`src/rtl/sine_dds_ctrl.sv`:
```
// sine_dds_ctrl: phase-accumulator sequencer for a 128-entry sine ROM.
// Steps ROM addresses by a tuning word, counts periods and tags ROM output as valid.
module sine_dds_ctrl #(
   parameter int ACC_W   = 24,
   parameter int CNT_W   = 16,
   parameter int ROM_LAT = 1
) (
   input  logic             clk,
   input  logic             nreset,
   input  logic             start,
   input  logic             stop,
   input  logic             cfg_valid,
   output logic             cfg_ready,
   input  logic [ACC_W-1:0] cfg_ftw,
   input  logic [CNT_W-1:0] cfg_cycles,
   output logic [7:0]       rom_addr,
   input  logic [15:0]      rom_data,
   output logic             samp_valid,
   output logic [15:0]      samp_data,
   output logic             busy,
   output logic             cycle_wrap,
   output logic             done
);
   localparam int               FL_W     = (ROM_LAT > 1) ? $clog2(ROM_LAT) : 1;
   localparam logic [FL_W-1:0]  FL_LAST  = FL_W'(ROM_LAT - 1);
   localparam logic [FL_W-1:0]  FL_ONE   = FL_W'(1);
   localparam logic [FL_W-1:0]  FL_ZERO  = {FL_W{1'b0}};
   localparam logic [CNT_W-1:0] CNT_ONE  = CNT_W'(1);
   localparam logic [CNT_W-1:0] CNT_ZERO = {CNT_W{1'b0}};
   localparam logic [ACC_W-1:0] ACC_ZERO = {ACC_W{1'b0}};

   typedef enum logic [1:0] {
      IDLE   = 2'd0,
      RUN    = 2'd1,
      FINISH = 2'd2,
      FLUSH  = 2'd3
   } state_t;

   state_t             state_r;
   logic [ACC_W-1:0]   acc_r;
   logic [ACC_W-1:0]   ftw_r;
   logic [ACC_W-1:0]   sh_ftw_r;
   logic [CNT_W-1:0]   cycles_r;
   logic [CNT_W-1:0]   sh_cycles_r;
   logic [CNT_W-1:0]   count_r;
   logic               sh_full_r;
   logic [FL_W-1:0]    flush_cnt_r;
   logic [ROM_LAT-1:0] issue_pipe_r;
   logic               cfg_ready_r;
   logic               busy_r;
   logic               cycle_wrap_r;
   logic               done_r;

   logic [ACC_W:0]     sum_s;
   logic               carry_s;
   logic               last_s;
   logic               cfg_hs_s;
   logic               issue_s;

   // Next phase, period-end carry, final-period and handshake decode
   always_comb begin
      sum_s    = {1'b0, acc_r} + {1'b0, ftw_r};
      carry_s  = sum_s[ACC_W];
      last_s   = (cycles_r != CNT_ZERO) && (count_r == (cycles_r - CNT_ONE));
      cfg_hs_s = cfg_valid && cfg_ready_r;
      issue_s  = (state_r == RUN) || (state_r == FINISH);
   end

   // Sequencer FSM: config loading, phase stepping, period counting, termination
   always_ff @(posedge clk or negedge nreset) begin
      if (!nreset) begin
         state_r      <= IDLE;
         acc_r        <= ACC_ZERO;
         ftw_r        <= ACC_ZERO;
         sh_ftw_r     <= ACC_ZERO;
         cycles_r     <= CNT_ZERO;
         sh_cycles_r  <= CNT_ZERO;
         count_r      <= CNT_ZERO;
         sh_full_r    <= 1'b0;
         flush_cnt_r  <= FL_ZERO;
         cfg_ready_r  <= 1'b1;
         busy_r       <= 1'b0;
         cycle_wrap_r <= 1'b0;
         done_r       <= 1'b0;
      end else begin
         cycle_wrap_r <= 1'b0;
         done_r       <= 1'b0;
         case (state_r)
            IDLE: begin
               cfg_ready_r <= 1'b1;
               if (cfg_hs_s) begin
                  ftw_r    <= cfg_ftw;
                  cycles_r <= cfg_cycles;
               end
               if (start && (ftw_r != ACC_ZERO)) begin
                  state_r <= RUN;
                  busy_r  <= 1'b1;
                  acc_r   <= ACC_ZERO;
                  count_r <= CNT_ZERO;
               end
            end
            RUN, FINISH: begin
               if (cfg_hs_s) begin
                  sh_ftw_r    <= cfg_ftw;
                  sh_cycles_r <= cfg_cycles;
               end
               if (carry_s) begin
                  // A new tuning word takes effect from the first address of the next period
                  cycle_wrap_r <= 1'b1;
                  count_r      <= count_r + CNT_ONE;
                  if (sh_full_r) begin
                     ftw_r    <= sh_ftw_r;
                     cycles_r <= sh_cycles_r;
                  end
                  sh_full_r <= cfg_hs_s;
                  if (last_s || (state_r == FINISH) || stop) begin
                     state_r     <= FLUSH;
                     acc_r       <= ACC_ZERO;
                     flush_cnt_r <= FL_ZERO;
                     cfg_ready_r <= 1'b0;
                  end else begin
                     acc_r       <= sum_s[ACC_W-1:0];
                     cfg_ready_r <= !cfg_hs_s;
                  end
               end else begin
                  acc_r       <= sum_s[ACC_W-1:0];
                  sh_full_r   <= sh_full_r || cfg_hs_s;
                  cfg_ready_r <= !(sh_full_r || cfg_hs_s);
                  if (stop && (state_r == RUN)) begin
                     state_r <= FINISH;
                  end
               end
            end
            FLUSH: begin
               if (sh_full_r) begin
                  ftw_r     <= sh_ftw_r;
                  cycles_r  <= sh_cycles_r;
                  sh_full_r <= 1'b0;
               end
               if (flush_cnt_r == FL_LAST) begin
                  state_r     <= IDLE;
                  busy_r      <= 1'b0;
                  done_r      <= 1'b1;
                  cfg_ready_r <= 1'b1;
               end else begin
                  flush_cnt_r <= flush_cnt_r + FL_ONE;
                  cfg_ready_r <= 1'b0;
               end
            end
            default: begin
               state_r <= IDLE;
            end
         endcase
      end
   end

   // Delay the issue flag by the ROM latency so it lines up with rom_data
   always_ff @(posedge clk or negedge nreset) begin
      if (!nreset) begin
         issue_pipe_r <= {ROM_LAT{1'b0}};
      end else begin
         issue_pipe_r[0] <= issue_s;
         for (int i = 1; i < ROM_LAT; i++) begin
            issue_pipe_r[i] <= issue_pipe_r[i-1];
         end
      end
   end

   assign rom_addr   = {1'b0, acc_r[ACC_W-1 -: 7]};
   assign samp_valid = issue_pipe_r[ROM_LAT-1];
   assign samp_data  = rom_data;
   assign cfg_ready  = cfg_ready_r;
   assign busy       = busy_r;
   assign cycle_wrap = cycle_wrap_r;
   assign done       = done_r;

endmodule

```
`config.mk`:
```
export PLATFORM = sky130hd
export DESIGN_NAME = sine_dds_ctrl
export DESIGN_NICKNAME = d
export VERILOG_FILES = /design/src/rtl/sine_dds_ctrl.sv
export SDC_FILE = /design/constraint.sdc
export NUM_CORES = 1
export LEC_CHECK = 0
export ABC_AREA = 1
export CAP_MARGIN = 20
export CORE_UTILIZATION = 52
export DETAILED_ROUTE_END_ITERATION = 7
export PLACE_DENSITY = 0.77
export RECOVER_POWER = 25
export SLEW_MARGIN = 40
export SYNTH_ARGS = -nofsm -noshare
export SYNTH_HDL_FRONTEND = slang
export SYNTH_SLANG_ARGS = --single-unit
```
`constraint.sdc`:
```
create_clock -name clk -period 2.45 [get_ports clk]
set_input_delay 0.6125 -clock clk [delete_from_list [all_inputs] [get_ports clk]]
set_output_delay 0.6125 -clock clk [all_outputs]
set_load 0.005 [all_outputs]
```
==> results of run 1 <==
-- Yosys cell counts (4+ instances only) --
cell type | n | share of area [%]
o21ai_0 | 93 | 5.6
nand2_2 | 21 | 1.6
ha_1 | 32 | 4.8
a21o_1 | 4 | 0.36
xnor2_1 | 19 | 2.0
o21ai_2 | 30 | 3.2
a21oi_1 | 46 | 2.8
buf_4 | 24 | 2.2
inv_1 | 138 | 6.2
buf_12 | 4 | 0.96
nand2_1 | 303 | 14
buf_2 | 4 | 0.24
a21boi_0 | 4 | 0.36
nand3_1 | 66 | 4.0
buf_6 | 4 | 0.54
xor2_1 | 18 | 1.9
clkbuf_1 | 21 | 0.95
nand3b_1 | 4 | 0.36
dfrtp_1 | 127 | 38
nor2_1 | 93 | 4.2
o21bai_1 | 7 | 0.63
nor3_1 | 15 | 0.90
nand4_1 | 15 | 1.1
o31ai_1 | 5 | 0.45
-- where the power goes --
| part | total, mW | switching [mW] | leakage, nW | internal (mW) |
|---|---|---|---|---|
| Combinational | 9.06 | 5.53 | 2.91 | 3.53 |
| Sequential | 3.75 | 0.684 | 1.60 | 3.07 |
| Clock | 2.85 | 0.984 | 0.321 | 1.87 |
| Total | 15.7 | 7.20 | 4.83 | 8.47 |
-- path summary, 6_finish.rpt --
| check | from | endpoint | slack [ns] | cells after the start |
|---|---|---|---|---|
| setup / recovery | acc_r[9]$_DFFE_PN0P_ | ftw_r[20]$_DFFE_PN0P_ | 0.10 | 12 |
| hold / removal | nreset | sh_ftw_r[15]$_DFFE_PN0P_ | 0.35 | 1 |
| setup reg to reg | acc_r[9]$_DFFE_PN0P_ | ftw_r[20]$_DFFE_PN0P_ | 0.10 | 12 |
| hold reg to reg | sh_cycles_r[9]$_DFFE_PN0P_ | sh_cycles_r[9]$_DFFE_PN0P_ | 0.49 | 2 |
| max in group asynchronous | nreset | count_r[6]$_DFFE_PN0P_ | 0.77 | 2 |
| min in group clk | sh_cycles_r[9]$_DFFE_PN0P_ | sh_cycles_r[9]$_DFFE_PN0P_ | 0.49 | 2 |
-- repair_timing --
action | 4_1_cts | 5_1_grt
setup endpoints to repair | 1 | 81
hold endpoints to repair | 0 | 0
buffers inserted | 0 | 5
pin swaps | 0 | 6
resized for setup | 1 | 36
cloned | 0 | 1
-- logic make-up (layout without fill, tap and decap cells) --
family / after synthesis / count (layout)
AND/OR/NAND/NOR: 530 / 531
buffers and inverters: 200 / 261
AO/OA/AOI/OAI: 194 / 194
flip-flops: 128 / 128
XOR/XNOR: 37 / 37
adder cells (fa/ha/maj): 33 / 33
other: 1 / 1
-- routing by layer --
metal	wire length [µm]	vias to the layer above	part of all wire [%]	global-route usage, %
met1	9530	3324	49	37.4
met3	1190	28	6.1	4.74
met2	8420	217	43	37.0
met5	0	-	0	0
met4	311	0	1.6	7.89
li1	-	3673	-	-
-- state kept, by name (all words and copies together), names as in the netlist, 2 cells and up --
| name | flops |
|---|---|
| acc_r | 24 |
| ftw_r | 24 |
| sh_ftw_r | 24 |
| count_r | 16 |
| cycles_r | 16 |
| sh_cycles_r | 16 |
| state_r | 2 |
-- critical path, delay by kind of cell, from the launching register on --
kind                     cells  cell delay (ns)
AND/OR/NAND/NOR              4             0.42
flip-flops                   1             0.42
adder cells (fa/ha/maj)      1             0.27
AO/OA/AOI/OAI                4             0.68
buffers and inverters        3             0.48
-- final cells by class --
type	instances	area [µm²]	area share [%]
multi-input cells	796	4350	44.3
flip-flops and latches	128	3200	32.6
repair buffers	86	811	8.25
inverters	143	542	5.51
clock buffers	20	457	4.64
well taps	211	264	2.69
clock inverters	12	203	2.06
==> flow_summary.toml, run 1 <==
[outcome]
status = "complete, no violations"

[yosys]
synth-simple-area-share_pct = 27.1
synth_xor_xnor_area_share_pct = 3.90
avgSynthCellArea_um2 = 7.40
yosysSeqAreaShare_pct = 38.6
synth.distinct_cells = 43
synth_mux_area_share_pct = 0
syn_inst = 1123
synth_edf_count = 0
async_flop_share_pct = 100
yosys_register_bits = 128
syn_nets = 1217
synth-compound-area-share_pct = 14.0
netlist_area_mm2 = 0.00831
yosys_most_used_dff = "dfrtp_1"
ys_warn_count = 0
synth_fa_ha_area_share_pct = 5.06
synth_top_family_by_area = "simple AND/OR/NAND/NOR gates"

[worst_setup_path]
cpPeakStageDelay_ns = 0.42
path_common_cell = "nand2_1"
arrival_ns = 2.70
cp.required_ns = 2.81
critPathMaxFanout = 6
cp_cell_sequence = "ha_4, nand2_1, nand2_1, a21oi_2, nor2_1, o21bai_2, nand4_4, o221ai_4, clkinv_4, buf_2, buf_4, o21ai_2"
crit_type = "flop to flop"
start_kind = "flop"
slowest_stage = "dfrtp_1"
critPathCaptureType = "flop"

[timing]
min_period_over_period_pct = 95.7
skew_ns = 0.0111
tightest_slew_ns = 0.995
setup_slack_ns = 0.105
fmax_mhz = 426
hold_viol_final = 0
setup_tns_ns = 0
slew-limit-headroom_pct = 33.6
fin_crit_ns = 2.35
slew_viol_final = 0
finalSetupViolCount = 0
fin_hold_ws_ns = 0.346

[final_layout]
diodes = 0
design_area_mm2 = 0.00983
num-nets-final = 1266
drive_above_1_share_pct = 12.8
mostFrequentLayoutCell = "nand2_1"
stdcell_count = 1396
area.growth.synth_to_final_pct = 18.3
postLayoutCoreUtil_pct = 63.7
layout_common_cells = "nand2_1, inv_1, dfrtp_1, o21ai_0, nor2_1"
fillCellCount = 1371

[flow_run]
max-cap-violations = 0

[power]
ir_worst_vdd_mv = 0.876
p_total_mw = 15.7
p_leak_nw = 4.83
power_density_mw_per_mm2 = 1590

[clock_network]
cts_sinks = 128
cts_max_path_buffers = 2
cts_root_buf = "clkbuf_16"
insertion_delay_ns = 0.43
htreeDepth = 4
hold_buffers = 0
cts_tree = "yes"
cts_buffers = 17
clkSlewWorstSetupHoldPaths_ns = 0.06

[die]
initial_core_util_pct = 53.9
die-area_mm2 = 0.0165
die_height_um = 128
die_width_um = 128
io_pins = 90
core_region_area_mm2 = 0.0154
num_rows = 45

[global_route]
antenna_found_initial = 0
grt_overflow = 0
grt_usage_pct = 25.2
grt_pass1_wl_mm = 32.9
grt_pass1_vias = 6792
grt_max_degree = 54

[placement]
post_dp_cell_area_mm2 = 0.00898
place_congestion = 0.947
dp_hpwl_mm = 14.1
pre_cts_ws_ns = 0.0403
placed_cells_incl_taps = 1358
port-buffer-count = 56

[routing]
drt_iter0_markers = 554
ant_nets = 0
vias = 7242
drc = 0
wirelength_mm = 19.5
drtPass1Iterations = 7
wl_per_cell_um = 13.9
post_drt_via_cell_ratio = 5.19

[hold_path]
hold_class = "input port to asynchronous set/reset pin"
Power figures use the tool's default switching activity.
==> run 2: changes to the inputs <==
--- a/config.mk
+++ b/config.mk
@@ -7,11 +7,12 @@
 export LEC_CHECK = 0
 export ABC_AREA = 1
 export CAP_MARGIN = 20
-export CORE_UTILIZATION = 52
+export CORE_UTILIZATION = 58
 export DETAILED_ROUTE_END_ITERATION = 7
-export PLACE_DENSITY = 0.77
+export PLACE_DENSITY = 0.82
 export RECOVER_POWER = 25
 export SLEW_MARGIN = 40
 export SYNTH_ARGS = -nofsm -noshare
 export SYNTH_HDL_FRONTEND = slang
 export SYNTH_SLANG_ARGS = --single-unit
+export TNS_END_PERCENT = 1
==> constraint.sdc (replaced) <==
create_clock -name clk -period 2.6 [get_ports clk]
set_input_delay 0.65 -clock clk [delete_from_list [all_inputs] [get_ports clk]]
set_output_delay 0.65 -clock clk [all_outputs]
set_load 0.005 [all_outputs]
==> flow_summary.toml, run 2 (synthesized netlist as in run 1, its figures left out) <==
[global_route]
grt_usage_pct = 27.5
grt_max_degree = 53
antenna_found_initial = 0
grt_overflow = 0
grt_pass1_wl_mm = 31.6
grt_pass1_vias = 6542

[timing]
fmax_mhz = 397
rsz0062_at_grt = "true"
fin_crit_ns = 2.52
tightest_slew_ns = 1.06
min_period_over_period_pct = 96.8
setup_slack_ns = 0.0828
slew_viol_final = 0
skew_ns = 0.00999
finalSetupViolCount = 0
hold_viol_final = 0
slew-limit-headroom_pct = 29.3
setup_tns_ns = 0

[worst_setup_path]
cp.required_ns = 2.91
crit_type = "flop to flop"
start_kind = "flop"
arrival_ns = 2.83
reg2regPathDepth = 12
critPathCaptureType = "flop"
critPathMaxFanout = 16

[final_layout]
area.growth.synth_to_final_pct = 14.3
mostFrequentLayoutCell = "nand2_1"
multiInputGateArea_mm2 = 0.00417
reg_top3 = "acc_r (24), ftw_r (24), sh_ftw_r (24)"
diodes = 0
layout_common_cells = "nand2_1, inv_1, dfrtp_1, o21ai_0, nor2_1"
fillCellCount = 1154
drive_above_1_share_pct = 9.82
num-nets-final = 1252
regArea_mm2 = 0.00320

[power]
ir_worst_vdd_mv = 0.775
power_density_mw_per_mm2 = 1480
p_leak_nw = 4.75

[placement]
port-buffer-count = 56
dp_hpwl_mm = 13.6
pre_cts_ws_ns = 0.151
place_congestion = 0.979

[routing]
wl_met1_mm = 8.88
highest_layer = "met4"
vias = 7173
wl_met2_mm = 8.32
post_drt_via_cell_ratio = 5.31
drtPass1Iterations = 5
drc = 0
drt_iter0_markers = 564
wl_met3_mm = 1.35
wl_per_cell_um = 14.0
wirelength_mm = 18.9
ant_nets = 0

[die]
die-area_mm2 = 0.0148
die_width_um = 122
num_rows = 43
core_region_area_mm2 = 0.0139
initial_core_util_pct = 59.6
io_pins = 90
die_height_um = 122

[clock_network]
cts_max_path_buffers = 2
cts_root_buf = "clkbuf_16"
insertion_delay_ns = 0.43
cts_sinks = 128
cts_buffers = 17
cts.repair.resized = 0
cts_tree = "yes"
clkSlewWorstSetupHoldPaths_ns = 0.06
postCtsSetupBuffers = 0
hold_buffers = 0
htreeDepth = 4

[hold_path]
hold_class = "input port to asynchronous set/reset pin"

[flow_run]
max-cap-violations = 0

[outcome]
status = "complete, no violations"
## run 2: power by group
part | leakage [nW] | switching [mW] | internal (mW)
Combinational | 2.85 | 5.10 | 3.01
Sequential | 1.60 | 0.582 | 2.89
Clock | 0.300 | 0.925 | 1.56
## run 2: through the flow
step | hold WS, ns | total power [mW] | util, % | instance area, µm² | cells
detailed placement | 0.473 | 11.4 | 63.8 | 8900 | 1319
global route | 0.468 | 15.3 | 68.2 | 9500 | 1351
floorplan | 0.354 | 9.75 | - | 8310 | 1123
finish | 0.397 | 14.1 | 68.2 | 9500 | 1351
CTS | 0.223 | 14.0 | 68.2 | 9510 | 1351
global placement | 0.466 | 11.2 | 63.8 | 8900 | 1319
## run 2: worst paths after layout
| path | slack (ns) | endpoint | startpoint |
|---|---|---|---|
| worst min register to register | 0.48 | sh_cycles_r[7]$_DFFE_PN0P_ | sh_cycles_r[7]$_DFFE_PN0P_ |
| worst min-delay path | 0.40 | sh_ftw_r[16]$_DFFE_PN0P_ | nreset |
| min in group clk | 0.48 | sh_cycles_r[7]$_DFFE_PN0P_ | sh_cycles_r[7]$_DFFE_PN0P_ |
| worst max register to register | 0.08 | count_r[7]$_DFFE_PN0P_ | acc_r[0]$_DFFE_PN0P_ |
| worst max-delay path | 0.08 | count_r[7]$_DFFE_PN0P_ | acc_r[0]$_DFFE_PN0P_ |
| max in group asynchronous | 0.60 | cycles_r[9]$_DFFE_PN0P_ | nreset |
## run 2: final cells by class
class                           count  share of cell area (%)
Tap cell                          180                    2.37
Sequential cell                   128                    33.7
Inverter                          143                    5.68
Timing Repair Buffer               73                    7.86
Multi-Input combinational cell    795                    43.9
Clock inverter                     13                    1.69
Clock buffer                       19                    4.77
## run 2: critical path: stages, from the launching register on
cell	delay (ns)
dfrtp_1	0.39
ha_1	0.26
fa_1	0.43
nand3_1	0.09
nand2_1	0.07
nand2_1	0.07
nand2_1	0.07
nand2_1	0.11
nand4_2	0.19
nand2_1	0.29
buf_12	0.18
o21ai_0	0.09
and3_1	0.17
## run 2: routing by layer
metal | up-vias | global-route usage [%]
li1 | 3643 | -
met4 | 0 | 8.56
met2 | 242 | 40.4
met5 | - | 0
met1 | 3256 | 40.7
met3 | 32 | 5.34
